$ cat src/rtl/text_column_sequencer.sv
// Glyph-column scheduler: holds a host-loaded ring of character codes and,
// while run is high, walks each glyph's ROM columns followed by blank gap
// columns, looping over the message with no dead cycles.
module text_column_sequencer #(
    parameter  int WORD_COUNT = 32,
    parameter  int CHAR_COLS  = 6,
    parameter  int GAP_COLS   = 2,
    localparam int LW         = $clog2(WORD_COUNT + 1),
    localparam int IW         = $clog2(WORD_COUNT)
) (
    input  logic          i_clk,
    input  logic          i_rst,
    input  logic          i_wr_en,
    input  logic [6:0]    i_wr_char,
    input  logic          i_clear,
    input  logic          i_run,
    output logic [6:0]    o_rom_char,
    output logic [2:0]    o_rom_col,
    input  logic [7:0]    i_rom_data,
    output logic [7:0]    o_col_out,
    output logic          o_col_valid,
    output logic          o_frame_start,
    output logic          o_full,
    output logic [LW-1:0] o_len
);

    typedef enum logic [1:0] {S_IDLE, S_GLYPH, S_GAP} state_t;

    state_t          r_state, w_state_nx;
    logic [6:0]      r_buf [WORD_COUNT];
    logic [LW-1:0]   r_len;
    logic [IW-1:0]   r_rd_idx, w_rd_idx_nx;
    logic [2:0]      r_col_cnt, w_col_cnt_nx;
    logic [2:0]      r_gap_cnt, w_gap_cnt_nx;
    logic [7:0]      r_col_out, w_col_out_nx;
    logic            r_col_valid, w_col_valid_nx;
    logic            r_frame_start, w_frame_start_nx;
    logic            w_wr_ok, w_last_char, w_glyph_end, w_gap_end, w_boundary;

    // Host writes land at index len; only possible while idle and not full.
    assign o_full      = (r_len == LW'(WORD_COUNT));
    assign w_wr_ok     = (r_state == S_IDLE) && !i_clear && i_wr_en && !o_full;
    assign w_last_char = (LW'(r_rd_idx) == r_len - LW'(1));
    assign w_glyph_end = (r_state == S_GLYPH) && (r_col_cnt == 3'(CHAR_COLS - 1));
    assign w_gap_end   = (r_state == S_GAP) && (r_gap_cnt == 3'(GAP_COLS - 1));
    // With no gap columns the glyph's last column is itself the boundary.
    assign w_boundary  = (GAP_COLS == 0) ? w_glyph_end : w_gap_end;

    // ROM is only addressed while fetching a glyph; it sees zeros otherwise.
    assign o_rom_char    = (r_state == S_GLYPH) ? r_buf[r_rd_idx] : 7'd0;
    assign o_rom_col     = (r_state == S_GLYPH) ? r_col_cnt : 3'd0;
    assign o_col_out     = r_col_out;
    assign o_col_valid   = r_col_valid;
    assign o_frame_start = r_frame_start;
    assign o_len         = r_len;

    // Message storage; contents are don't-care after reset so no reset here.
    always_ff @(posedge i_clk) begin
        if (w_wr_ok) r_buf[r_len[IW-1:0]] <= i_wr_char;
    end

    // Buffer length: clear beats a simultaneous write, both ignored while streaming.
    always_ff @(posedge i_clk) begin
        if (i_rst)                                  r_len <= '0;
        else if (r_state == S_IDLE && i_clear)      r_len <= '0;
        else if (w_wr_ok)                           r_len <= r_len + LW'(1);
    end

    // Sequencer state and registered column outputs.
    always_ff @(posedge i_clk) begin
        if (i_rst) begin
            r_state       <= S_IDLE;
            r_rd_idx      <= '0;
            r_col_cnt     <= '0;
            r_gap_cnt     <= '0;
            r_col_out     <= '0;
            r_col_valid   <= 1'b0;
            r_frame_start <= 1'b0;
        end else begin
            r_state       <= w_state_nx;
            r_rd_idx      <= w_rd_idx_nx;
            r_col_cnt     <= w_col_cnt_nx;
            r_gap_cnt     <= w_gap_cnt_nx;
            r_col_out     <= w_col_out_nx;
            r_col_valid   <= w_col_valid_nx;
            r_frame_start <= w_frame_start_nx;
        end
    end

    // Next-state and next-column logic; run is only honoured at glyph boundaries.
    always_comb begin
        w_state_nx       = r_state;
        w_rd_idx_nx      = r_rd_idx;
        w_col_cnt_nx     = r_col_cnt;
        w_gap_cnt_nx     = r_gap_cnt;
        w_col_out_nx     = 8'd0;
        w_col_valid_nx   = 1'b0;
        w_frame_start_nx = 1'b0;
        case (r_state)
            S_IDLE: begin
                if (i_run && r_len != '0) begin
                    w_state_nx   = S_GLYPH;
                    w_rd_idx_nx  = '0;
                    w_col_cnt_nx = '0;
                end
            end
            S_GLYPH: begin
                w_col_out_nx     = i_rom_data;
                w_col_valid_nx   = 1'b1;
                w_frame_start_nx = (r_rd_idx == '0) && (r_col_cnt == '0);
                w_col_cnt_nx     = r_col_cnt + 3'd1;
                if (w_glyph_end) begin
                    w_col_cnt_nx = '0;
                    w_gap_cnt_nx = '0;
                    if (GAP_COLS > 0) w_state_nx = S_GAP;
                end
            end
            S_GAP: begin
                w_col_valid_nx = 1'b1;
                w_gap_cnt_nx   = r_gap_cnt + 3'd1;
            end
            default: w_state_nx = S_IDLE;
        endcase
        if (w_boundary) begin
            if (!i_run) begin
                w_state_nx = S_IDLE;
            end else begin
                w_state_nx   = S_GLYPH;
                w_rd_idx_nx  = w_last_char ? '0 : r_rd_idx + IW'(1);
                w_col_cnt_nx = '0;
            end
        end
    end

endmodule
$ cat config.mk
export PLATFORM = sky130hd
export DESIGN_NAME = text_column_sequencer
export DESIGN_NICKNAME = d
export VERILOG_FILES = /design/src/rtl/text_column_sequencer.sv
export SDC_FILE = /design/constraint.sdc
export NUM_CORES = 1
export LEC_CHECK = 0
export BUFFER_PORTS_ARGS = -buffer_cell sky130_fd_sc_hd__clkbuf_2
export CAP_MARGIN = 40
export CORE_AREA = 4 4 189 191
export CTS_BUF_LIST = sky130_fd_sc_hd__clkbuf_4 sky130_fd_sc_hd__clkbuf_8
export DETAILED_ROUTE_END_ITERATION = 6
export DIE_AREA = 0 0 193 195
export GPL_ROUTABILITY_DRIVEN = 0
export PLACE_DENSITY_LB_ADDON = 0.12
export SYNTH_ARGS = -nofsm -noshare
export SYNTH_HDL_FRONTEND = slang
export SYNTH_SLANG_ARGS = --single-unit
export TNS_END_PERCENT = 30
$ cat constraint.sdc
create_clock -name i_clk -period 2.2 [get_ports i_clk]
set_clock_uncertainty 0.05 [all_clocks]
set_input_delay 0.22 -clock i_clk [delete_from_list [all_inputs] [get_ports i_clk]]
set_output_delay 0.22 -clock i_clk [all_outputs]
set_load 0.02 [all_outputs]
==> out/metrics.csv <==
metric,value,unit
Lkg Pwr,4.177,nW
die width,193,um
Worst-Skew Late Latency,0.55,ns
Cell Pwr Density,812.6,nW/um2
synthesized flop and latch total,253,
largest stage delay on the critical path,0.54,ns
simple-gate area share of the yosys netlist,6.312,%
CTS H-tree depth,2,
CTS tree,yes,
Initial DRC Count,279,
crit path DAT,2.65,ns
drt first pass iters,4,
setup ws final,-0.7227,ns
# DRC,0,
Tmin final,2.923,ns
failing checks,setup timing,
CTS sink count,253,
count of cell types in the netlist,61,
starting density of the core,30.62,%
cell area after layout,12810,um2
DPL Wire Length,17690,um
CP startpoint kind,flop,
average size of a mapped cell,17.95,um2
GRT Resource Usage Total,14.25,%
Synth Area in XOR/XNOR,1.006,%
Critical Path Source,r_rd_idx[0],
CP endpoint kind,primary output,
relative slew slack,44.93,%
mux contribution to synthesized area,15.19,%
Fin Setup TNS,-4.893,ns
DR vias/cell,4.753,
most frequent cells in the layout,"edfxtp_1 (224), mux4_2 (60), buf_4 (50), clkbuf_8 (45), clkbuf_2 (39)",
"Cell Area, Synth",10450,um2
Synth Area in Adders,1.916,%
outcome,"complete, but fails checks",
number of max-cap violations,0,
Syn Inst Count,582,
hold slack,0.05667,ns
hold path cells,3,
Critical path buffers and inverters,3,
CTS buffer count,44,
"Core Util, Final",37.55,%
"Setup violations, final",7,
Avg WL per Cell,22.22,um
pin count of the biggest net entering global routing,33,
total congestion overflow,0,
# nets final,744,
"Req. time, crit path",1.93,ns
Area Overhead vs Synth,22.63,%
site row count,68,
root buffer cell,clkbuf_8,
vias in the first global route,6264,
clk slew on worst S/H paths,0.07,ns
Die Area,37640,um2
DP Area,11610,um2
Hold EP,r_rd_idx[2],
Yosys warning count,0,
worst r2r src,o_len[0],
top-area cell type share of the netlist area,64.39,%
CP Max Fanout,7,
Syn Nets,618,
# port buffers,46,
Main synth FF type,edfxtp_1,
reg2reg end,r_buf[5][1],
Slew @ Worst Pin,0.8261,ns
vias after detailed routing,5666,
pre-CTS setup slack,-0.2583,ns
post-synthesis sequential area ratio,69.95,%
Worst R2R Setup Slack,0.10,ns
Max Freq,342.1,MHz
# fillers,3196,
CP top delay family,multiplexers,
Die H,195,um
RSZ-0062 raised after global routing,yes,
core area,34120,um2
antenna violations before repair,0,
Total Wirelength,26490,um
R2R cell count,7,
Post-synth EDFFs,224,
ys async rst share,0,%
Worst Hold Class,in -> reg,
combinational family with the most area after synthesis,multiplexers,
Final Hold Viols,0,
Worst Hold Launch,i_run,
Antenna Nets Post-Route,0,
most area-hungry cell type in the Yosys netlist,edfxtp_1,
max-slew violations,0,
Synth Area in Compound Gates,3.414,%
VDD IR max,0.3274,mV
ant diodes,0,
CP max-delay cell,mux4_2,
"commonest non-fill, non-tap cell in the layout",edfxtp_1,
largest cells by area after synthesis,"edfxtp_1 (64%), mux4_2 (9.7%), dfxtp_1 (5.6%), mux4_1 (4.5%), ha_1 (1.9%)",
crit-path cells,buf_12 > buf_12 > mux4_2 > mux4_2 > o22ai_4 > a211oi_2 > buf_4,
share of layout cells above drive strength 1,38.81,%
CP Class,reg -> out,
Tcrit/Tclk final,132.9,%
num ports,47,
Clock Path Buffers,3,
global-route wire length before repair,39940,um
## final cells by class
class                      count  area [um2]  share of cell area (%)
clock buffer                  59       724.4                   5.655
sequential                   253        7315                   57.10
tap                          455       569.3                   4.444
clock inverter                16       107.6                  0.8400
inverter                      14       58.81                  0.4591
multi-input combinational    287        3171                   24.75
timing repair buffer         108       864.6                   6.749
## registers in the layout, indices dropped and copies added, names as in the netlist
signal / flops
r_buf: 224
r_rd_idx: 5
r_gap_cnt: 3
o_len: 6
o_frame_start: 1
r_state: 2
r_col_cnt: 3
o_col_out: 8
o_col_valid: 1
## per-layer routing
metal,wire (um),track usage [%]
met2,13700,25.27
met1,11130,17.77
met5,0,0
met4,431,3.409
met3,1221,3.075
## timing repair
| item | in CTS | in global routing |
|---|---|---|
| setup endpoints to repair | 155 | 56 |
| gates resized for setup | 67 | 22 |
| pin swaps | 10 | 9 |
| buffers inserted | 4 | 1 |
| hold buffers | 8 | 0 |
| gates cloned | 1 | 0 |
| hold endpoints to repair | 8 | 0 |
## worst register-to-register path, stage by stage (launching register included)
cell and delay (ns):
dfxtp_2 0.32, inv_1 0.05, ha_1 0.20, nor4b_1 0.16, a21oi_2 0.21, nand2_1 0.15, buf_4 0.21, nor2_2 0.40
## synthesized netlist by cell type, drive strengths merged (5+ instances only)
master / instances
clkbuf: 15
nor2: 52
xnor2: 6
o211ai: 5
mux4: 63
and2: 12
o21ai: 5
a211oi: 8
nor3: 5
ha: 16
a21oi: 7
xor2: 6
nand3b: 6
o22ai: 7
nand2: 33
inv: 13
dfxtp: 29
mux2i: 10
buf: 13
edfxtp: 224
nand4: 6
## cell families after synthesis
kind of cell | Yosys count
buffers and inverters | 42
XOR/XNOR | 12
multiplexers | 73
adder cells (fa/ha/maj) | 16
AO/OA/AOI/OAI | 50
AND/OR/NAND/NOR | 136
flip-flops | 253
## through the flow
step	cells	power (mW)
4_1_cts	1191	10.55
6_report	1192	10.41
5_1_grt	1192	10.90
3_5_place_dp	1104	6.327
2_1_floorplan	582	5.912
3_3_place_gp	1103	6.309
## how the worst max path moves through the flow
stage / end / depth (start not counted)
floorplan: r_buf[31][0] / 6
global placement: o_rom_char[6] / 6
detailed placement: o_rom_char[3] / 6
CTS: o_rom_char[5] / 7
global route: o_rom_char[5] / 7
finish: o_rom_char[5] / 7
## report_power, final
group / total, mW / internal (mW) / switching, mW / leakage (nW)
Combinational: 0.969 / 0.371 / 0.598 / 1.48
Clock: 4.09 / 2.26 / 1.84 / 0.446
Sequential: 5.35 / 5.31 / 0.0388 / 2.25
(Power assumes the default switching activity.)
